$ cat config.mk
export PLATFORM = sky130hd
export DESIGN_NAME = stage4_memory
export DESIGN_NICKNAME = d
export VERILOG_FILES = /design/src/rtl/stage4_memory_pkg.sv /design/src/rtl/stage4_memory_load_store_align.sv /design/src/rtl/stage4_memory.sv
export SDC_FILE = /design/constraint.sdc
export NUM_CORES = 1
export LEC_CHECK = 0
export ABC_CLOCK_PERIOD_IN_PS = 4900
export BUFFER_PORTS_ARGS = -buffer_cell sky130_fd_sc_hd__buf_2
export CORE_AREA = 4 4 143 145
export DETAILED_ROUTE_END_ITERATION = 16
export DIE_AREA = 0 0 147 149
export PLACE_DENSITY = 0.79
export SYNTH_ARGS = -nofsm -noshare
export SYNTH_HDL_FRONTEND = slang
export SYNTH_SLANG_ARGS = --single-unit
export TNS_END_PERCENT = 5
$ cat constraint.sdc
create_clock -name i_clk -period 4.9 [get_ports i_clk]
set_input_delay 0.245 -clock i_clk [delete_from_list [all_inputs] [get_ports i_clk]]
set_output_delay 0.245 -clock i_clk [all_outputs]
set_load 0.01 [all_outputs]
$ cat src/rtl/stage4_memory_pkg.sv
// Shared types and constants for the memory stage: stream payloads, FSM states
// and the load/store funct3 encodings.
package stage4_memory_pkg;

    localparam logic [6:0] OPC_LOAD  = 7'b0000011;
    localparam logic [6:0] OPC_STORE = 7'b0100011;

    localparam logic [2:0] F3_LB  = 3'b000;
    localparam logic [2:0] F3_LH  = 3'b001;
    localparam logic [2:0] F3_LW  = 3'b010;
    localparam logic [2:0] F3_LBU = 3'b100;
    localparam logic [2:0] F3_LHU = 3'b101;
    localparam logic [2:0] F3_SB  = 3'b000;
    localparam logic [2:0] F3_SH  = 3'b001;
    localparam logic [2:0] F3_SW  = 3'b010;

    typedef struct packed {
        logic [31:0] instruction;
        logic [31:0] rs1_value;
        logic [31:0] rs2_value;
        logic [31:0] alu_result;
        logic        branch_taken;
        logic [31:0] branch_target;
    } execute_to_memory_t;

    typedef struct packed {
        logic [31:0] decoded_instruction;
        logic [31:0] writeback_value;
        logic        branch_taken;
        logic [31:0] branch_target;
        logic        misaligned;
    } memory_to_writeback_t;

    localparam int ETM_WIDTH = $bits(execute_to_memory_t);
    localparam int MTW_WIDTH = $bits(memory_to_writeback_t);

    typedef enum logic [1:0] {
        IDLE,
        REQ,
        RESP,
        OUT
    } mem_state_t;

    // Loads use the I-type immediate, stores the split S-type immediate.
    function automatic logic [31:0] effective_address(input logic [31:0] instruction,
                                                      input logic [31:0] rs1_value,
                                                      input logic        is_store);
        logic [11:0] imm;
        imm = is_store ? {instruction[31:25], instruction[11:7]} : instruction[31:20];
        return rs1_value + {{20{imm[11]}}, imm};
    endfunction

endpackage

$ cat src/rtl/stage4_memory_load_store_align.sv
// Combinational lane steering: store strobes/data replication, load lane
// extraction with sign/zero extension, and alignment checking.
module stage4_memory_load_store_align
    import stage4_memory_pkg::*;
#(
    parameter int CHECK_ALIGNMENT = 1
) (
    input  logic        i_is_store,
    input  logic [2:0]  i_funct3,
    input  logic [1:0]  i_addr_lo,
    input  logic [31:0] i_rs2,
    input  logic [31:0] i_rdata,
    output logic [3:0]  o_wstrb,
    output logic [31:0] o_wdata,
    output logic [31:0] o_load_data,
    output logic        o_misaligned
);

    logic [7:0]  w_byte;
    logic [15:0] w_half;
    logic        w_check;

    assign w_byte  = i_rdata[{i_addr_lo, 3'b000} +: 8];
    assign w_half  = i_rdata[{i_addr_lo[1], 4'b0000} +: 16];
    assign w_check = (CHECK_ALIGNMENT != 0);

    always_comb begin
        o_wstrb      = 4'b0000;
        o_wdata      = 32'h0;
        o_load_data  = 32'h0;
        o_misaligned = 1'b0;
        if (i_is_store) begin
            case (i_funct3)
                F3_SB: begin
                    o_wstrb = 4'b0001 << i_addr_lo;
                    o_wdata = {4{i_rs2[7:0]}};
                end
                F3_SH: begin
                    o_wstrb      = 4'b0011 << i_addr_lo;
                    o_wdata      = {2{i_rs2[15:0]}};
                    o_misaligned = w_check && i_addr_lo[0];
                end
                F3_SW: begin
                    o_wstrb      = 4'b1111;
                    o_wdata      = i_rs2;
                    o_misaligned = w_check && (i_addr_lo != 2'b00);
                end
                default: o_misaligned = 1'b1;
            endcase
        end else begin
            case (i_funct3)
                F3_LB:  o_load_data = {{24{w_byte[7]}}, w_byte};
                F3_LBU: o_load_data = {24'h0, w_byte};
                F3_LH: begin
                    o_load_data  = {{16{w_half[15]}}, w_half};
                    o_misaligned = w_check && i_addr_lo[0];
                end
                F3_LHU: begin
                    o_load_data  = {16'h0, w_half};
                    o_misaligned = w_check && i_addr_lo[0];
                end
                F3_LW: begin
                    o_load_data  = i_rdata;
                    o_misaligned = w_check && (i_addr_lo != 2'b00);
                end
                default: o_misaligned = 1'b1;
            endcase
        end
    end

endmodule

$ cat src/rtl/stage4_memory.sv
// Memory pipeline stage: passes ALU results through in one cycle and performs
// blocking, single-outstanding loads/stores on the data-memory port.
module stage4_memory
    import stage4_memory_pkg::*;
#(
    parameter int DMEM_ADDR_WIDTH = 32,
    parameter int CHECK_ALIGNMENT = 1
) (
    input  logic                       i_clk,
    input  logic                       i_rst_n,
    input  logic                       i_etm_tvalid,
    output logic                       o_etm_tready,
    input  logic [ETM_WIDTH-1:0]       i_etm_tdata,
    output logic                       o_mtw_tvalid,
    input  logic                       i_mtw_tready,
    output logic [MTW_WIDTH-1:0]       o_mtw_tdata,
    output logic                       o_dmem_req,
    output logic                       o_dmem_we,
    output logic [DMEM_ADDR_WIDTH-1:0] o_dmem_addr,
    output logic [31:0]                o_dmem_wdata,
    output logic [3:0]                 o_dmem_wstrb,
    input  logic                       i_dmem_ready,
    input  logic                       i_dmem_rvalid,
    input  logic [31:0]                i_dmem_rdata
);

    execute_to_memory_t   w_in;
    memory_to_writeback_t r_out;
    mem_state_t           r_state, w_next;

    logic                       r_valid;
    logic                       r_we;
    logic [2:0]                 r_funct3;
    logic [1:0]                 r_addr_lo;
    logic [DMEM_ADDR_WIDTH-1:0] r_dmem_addr;
    logic [31:0]                r_dmem_wdata;
    logic [3:0]                 r_dmem_wstrb;

    logic        w_is_load, w_is_store, w_is_mem, w_accept;
    logic [31:0] w_addr;
    logic        w_sel_store;
    logic [2:0]  w_sel_funct3;
    logic [1:0]  w_sel_addr_lo;
    logic [3:0]  w_wstrb;
    logic [31:0] w_wdata, w_load_data;
    logic        w_misaligned;

    assign w_in       = execute_to_memory_t'(i_etm_tdata);
    assign w_is_load  = (w_in.instruction[6:0] == OPC_LOAD);
    assign w_is_store = (w_in.instruction[6:0] == OPC_STORE);
    assign w_is_mem   = w_is_load || w_is_store;
    assign w_addr     = effective_address(w_in.instruction, w_in.rs1_value, w_is_store);

    assign o_etm_tready = (r_state == IDLE) && (!r_valid || i_mtw_tready);
    assign w_accept     = i_etm_tvalid && o_etm_tready;

    // The aligner looks at the incoming instruction while idle and at the
    // captured load parameters while waiting for read data.
    assign w_sel_store   = (r_state == IDLE) && w_is_store;
    assign w_sel_funct3  = (r_state == IDLE) ? w_in.instruction[14:12] : r_funct3;
    assign w_sel_addr_lo = (r_state == IDLE) ? w_addr[1:0] : r_addr_lo;

    stage4_memory_load_store_align #(
        .CHECK_ALIGNMENT(CHECK_ALIGNMENT)
    ) u_align (
        .i_is_store  (w_sel_store),
        .i_funct3    (w_sel_funct3),
        .i_addr_lo   (w_sel_addr_lo),
        .i_rs2       (w_in.rs2_value),
        .i_rdata     (i_dmem_rdata),
        .o_wstrb     (w_wstrb),
        .o_wdata     (w_wdata),
        .o_load_data (w_load_data),
        .o_misaligned(w_misaligned)
    );

    always_ff @(posedge i_clk or negedge i_rst_n) begin
        if (!i_rst_n) r_state <= IDLE;
        else          r_state <= w_next;
    end

    always_comb begin
        w_next = r_state;
        unique case (r_state)
            IDLE: if (w_accept && w_is_mem) w_next = w_misaligned ? OUT : REQ;
            REQ:  if (i_dmem_ready)         w_next = r_we ? OUT : RESP;
            RESP: if (i_dmem_rvalid)        w_next = OUT;
            OUT:  if (i_mtw_tready)         w_next = IDLE;
            default:                        w_next = IDLE;
        endcase
    end

    // Output register and dmem request registers; tdata only changes when the
    // output slot is empty or being drained this cycle.
    always_ff @(posedge i_clk or negedge i_rst_n) begin
        if (!i_rst_n) begin
            r_out        <= '0;
            r_valid      <= 1'b0;
            r_we         <= 1'b0;
            r_funct3     <= 3'b000;
            r_addr_lo    <= 2'b00;
            r_dmem_addr  <= '0;
            r_dmem_wdata <= 32'h0;
            r_dmem_wstrb <= 4'b0000;
        end else begin
            case (r_state)
                IDLE: begin
                    if (w_accept) begin
                        r_out.decoded_instruction <= w_in.instruction;
                        r_out.branch_taken        <= w_in.branch_taken;
                        r_out.branch_target       <= w_in.branch_target;
                        r_out.misaligned          <= 1'b0;
                        r_out.writeback_value     <= w_in.alu_result;
                        r_valid                   <= 1'b1;
                        if (w_is_mem) begin
                            r_out.writeback_value <= 32'h0;
                            if (w_misaligned) begin
                                r_out.misaligned <= 1'b1;
                            end else begin
                                r_valid      <= 1'b0;
                                r_we         <= w_is_store;
                                r_funct3     <= w_in.instruction[14:12];
                                r_addr_lo    <= w_addr[1:0];
                                r_dmem_addr  <= {w_addr[DMEM_ADDR_WIDTH-1:2], 2'b00};
                                r_dmem_wdata <= w_wdata;
                                r_dmem_wstrb <= w_wstrb;
                            end
                        end
                    end else if (i_mtw_tready) begin
                        r_valid <= 1'b0;
                    end
                end
                REQ:  if (i_dmem_ready && r_we) r_valid <= 1'b1;
                RESP: if (i_dmem_rvalid) begin
                    r_out.writeback_value <= w_load_data;
                    r_valid               <= 1'b1;
                end
                OUT:  if (i_mtw_tready) r_valid <= 1'b0;
                default: r_valid <= 1'b0;
            endcase
        end
    end

    assign o_mtw_tvalid = r_valid;
    assign o_mtw_tdata  = r_out;
    assign o_dmem_req   = (r_state == REQ);
    assign o_dmem_we    = r_we;
    assign o_dmem_addr  = r_dmem_addr;
    assign o_dmem_wdata = r_dmem_wdata;
    assign o_dmem_wstrb = r_dmem_wstrb;

endmodule

==> impl_summary.md <==
Finish
The area growth from synthesis to layout is 27.52%. The count of fill cells added during filler insertion is between 1500 and 2000. Summing all multi-input logic gate instances after layout gives 5009 µm². Cells with a size suffix above 1 make up between 30% and 40% of the layout. The footprint of the flip-flops and latches is 4329 µm². The final layout contains 1557 nets. Cells fill 64.02% of the core in the end. The non-filler instance count after layout is around 1600.

Global route
The final global-route overflow total is 0. The number of antenna violations at the first check in global routing was 1. The maximum number of pins on one net before global-route repair is 91.

In the global route stage, overall resource usage came out at 27.86%. The wire length of the first global-routing pass is about 50000 µm. The via count of the first global-routing pass came to ~9200.

Critical path
The critical path is of the input port to flop type. The critical path goes through buf_2, nor4_1, nand4_1, inv_1, nand2_1, nand2_1, ha_1, fa_1, mux2i_1, nor2_1, a221oi_1, a2bb2oi_1, o21ai_0. STA classifies the critical path endpoint as a flop. For the worst setup path, the data required time is just over 5 ns. At the worst endpoint, the arrival time is roughly 4.1 ns. By instance count, the cell type seen most on the critical path is nand2_1. The worst-path cell with the longest stage delay is mux2i_1.

The critical path startpoint category is an input port. The top fanout value on the critical path is 11. In this design, the stage delay of the slowest critical-path cell is around 0.71 ns.

Synth
After Yosys synthesis, XOR and XNOR cells account for under 10% of the synthesized area. The cell type contributing the most total cell area after synthesis is dfrtp_1. The number of storage elements in the synthesis netlist is around 170. The synthesized netlist devotes about a quarter of its cell area to compound gates.

The combinational family with the most area after synthesis is compound AO/OA/AOI/OAI gates. After synthesis, the share of flip-flops with an asynchronous set or reset is 100.0%. The basic-gate share of the synthesized area counting and, or, nand and nor cells is 12.17%.

The synthesis warning total is 0. In the synthesized netlist the dominant register cell turns out to be dfrtp_1. The netlist uses 70 different library cells. The average cell area after synthesis is a little under 10 µm².

Of the total synthesized cell area, the portion taken by full adders, half adders and majority gates is under 10%. The share of synthesized area in the top cell type comes to between 40% and 50%. The total standard cell area after synthesis is 9642 µm². Synthesis produced 985 cells. Of the synthesized area, sequential elements account for about 45%. After synthesis, the share of cell area in mux cells is 9.253%.

The count of flip-flops with a built-in enable after synthesis is 0. In the post-synthesis netlist, the biggest area contributors are dfrtp_1, mux2_2, nand2_1.

Drt
Dividing the detail-routed via count by the number of cells gives a little under 6. The number of iterations in the first detailed-routing pass is 7. The wire length per cell after detailed routing is approximately 20 µm. The count of nets left with antenna violations once routing finished came out at 0. The remaining routing DRC violations is 0. The detailed router placed roughly 9000 vias in this run. For this block, the initial DRC count from the detailed router was 710. The detailed-route wire length is roughly 31000 µm.

Placement
Counting tap cells, the placed design contains a total of between 1500 and 2000 instances. The final HPWL from detailed placement is between 20000 and 25000 µm. The count of buffers from port buffering is roughly 370. Routability-driven placement finished with a final weighted congestion of between 0.9 and 1.

Clock tree
The maximum level of the CTS H-tree is 4. The tree is rooted in a clkbuf_16. Counting the buffers created by CTS gives 17.

Post-CTS timing repair inserted 0 buffers for setup. The number of hold-repair buffers added at the cts stage is 1. The CTS tree is yes. The insertion delay of the later-clocked pin in the worst-skew pair is approximately 0.44 ns. Counting along the longest clock path gives a buffer depth of 2. The number of resized instances in the post-cts repair step is 0.

The clock-pin slew on the worst setup and hold paths is 0.08 ns. Counting every sink on the clock net gives roughly 170.

Floorplan
After floorplanning, the core was divided into 51 placement rows. The floorplan step defined a core boundary enclosing approximately 19000 µm². The die covers around 22000 µm². For this design the top-level I/O count stands at about 370.

The overall die height is about 150 µm. Measured along the x axis, the die boundary spans 147 µm. The starting utilization of the core area is about 50%.

Hold path
The worst min-delay path category is input port to flop.

Power and ir drop
VDD sags by at most around 0.35 mV. The total power per unit cell area is just under 500 nW/µm². The leakage power total is 6.108 nW.

The post-layout total power is between 6 and 7 mW.

Status
The flow ran to the end, and the final reports show no timing, DRC or antenna violations.

Flow run
The tool flagged a number of max-cap violations equal to 0.

Timing
The final number of max-transition violations came to 0. At the pin with the least slew margin, the transition time is approximately 1.2 ns. After routing, the total negative slack on setup checks comes to 0 ns. The number of setup violations in the final report is 0. Setup repair after global routing left no endpoint under its margin. The peak clock frequency supported by timing is between 200 and 300 MHz. The worst slew slack as a fraction of its limit is between 20% and 30%.

Hold timing on the final database bottoms out at a slack of 0.03606 ns. The share of the cycle needed by the critical path after routing is just under 80%. The clock period could shrink to approximately 3.9 ns. The final-report hold violation count was 0.

On the final layout, the worst clock skew is 0.01190 ns.
==> path summary, 6_finish.rpt <==
| check | start | endpoint | slack (ns) | depth (start not counted) |
|---|---|---|---|---|
| max in group asynchronous | i_rst_n | o_dmem_wdata[9] | 3.29 | 3 |
| min in group asynchronous | i_rst_n | o_dmem_wdata[24] | 0.44 | 2 |
| worst min-delay path | i_etm_tdata[31] | o_mtw_tdata[32] | 0.04 | 2 |
| worst max-delay path | i_etm_tdata[132] | o_mtw_tdata[49] | 1.04 | 13 |
| worst min register to register | o_dmem_wdata[26] | o_dmem_wdata[26] | 0.48 | 2 |
| worst max register to register | r_state[0] | r_addr_lo[1] | 1.68 | 8 |
==> per-layer routing <==
metal	vias to the layer above	global-route usage, %	share of wire (%)
li1	4315	-	-
met1	4380	34.49	40
met2	460	47.64	49
met3	83	5.925	7.1
met4	2	11.56	3.6
met5	-	0	0.041
==> state kept, by name (all words and copies together) (netlist names) <==
name          flops
o_dmem_wdata     32
r_addr_lo         2
o_dmem_wstrb      4
o_dmem_addr      30
r_state           2
o_dmem_we         1
o_mtw_tvalid      1
o_mtw_tdata      98
r_funct3          3
==> worst max-delay path: cells and delay by family <==
family	cells	cell delay, ns
mux	1	0.71
simple gates	5	1.33
buf+inv	2	0.47
compound gates	3	0.67
fa+ha+maj	2	0.70
==> logic make-up after synthesis <==
kind of cell | count (synthesis)
adders and majority gates | 36
and+or+nand+nor | 263
other | 1
muxes | 80
xor gates and xnor gates | 23
AOI/OAI and AO/OA | 331
buffers and inverters | 78
DFF | 173
==> cell usage in the layout (no fill, tap or decap), drive strengths merged, types with 6 or more instances in the layout <==
master     n
nor3      12
a2bb2oi    9
nand2b     6
nor2      36
a21o      27
a211oi    17
mux2i      7
nand2    153
o21ai     80
o211ai    14
nand3     11
o21a      12
inv       22
o31ai     13
xor2      11
nand4      8
buf      377
mux2      73
clkinv     8
a221oi    18
xnor2     12
nor3b      7
a21oi     58
a221o     17
ha        35
a22oi     26
dfrtp    173
a21boi    11
clkbuf    17
==> power by group <==
group	total [mW]	internal, mW	switching (mW)
sequential	2.11	1.87	0.238
clock	1.42	0.741	0.680
combinational	2.51	1.12	1.38
total	6.03	3.73	2.30
==> synth_stat cells, drive strengths merged, types with 18 or more instances <==
cell    instances
buf            21
ha             35
nand2         153
a221oi         18
a21o           27
clkbuf         40
a22oi          26
a21oi          58
dfrtp         173
o21ai          80
nor2           36
mux2           73
==> through the flow <==
stage          area, µm²  worst slack (ns)
2_1_floorplan       9646             1.576
3_3_place_gp       11650            0.8613
3_5_place_dp       11650            0.6590
4_1_cts            12290             1.101
5_1_grt            12290            0.7834
6_report           12300             1.038
==> area by class of cell <==
| cell class | instances | area share, % |
|---|---|---|
| Sequential cell | 173 | 35.21 |
| Clock buffer | 17 | 3.460 |
| Timing Repair Buffer | 378 | 15.70 |
| Multi-Input combinational cell | 735 | 40.73 |
| Clock inverter | 15 | 1.659 |
| Inverter | 17 | 0.5190 |
| Tap cell | 265 | 2.697 |
| Antenna cell | 1 | 0.02035 |
Note: power is estimated with default switching activity, not from simulation.
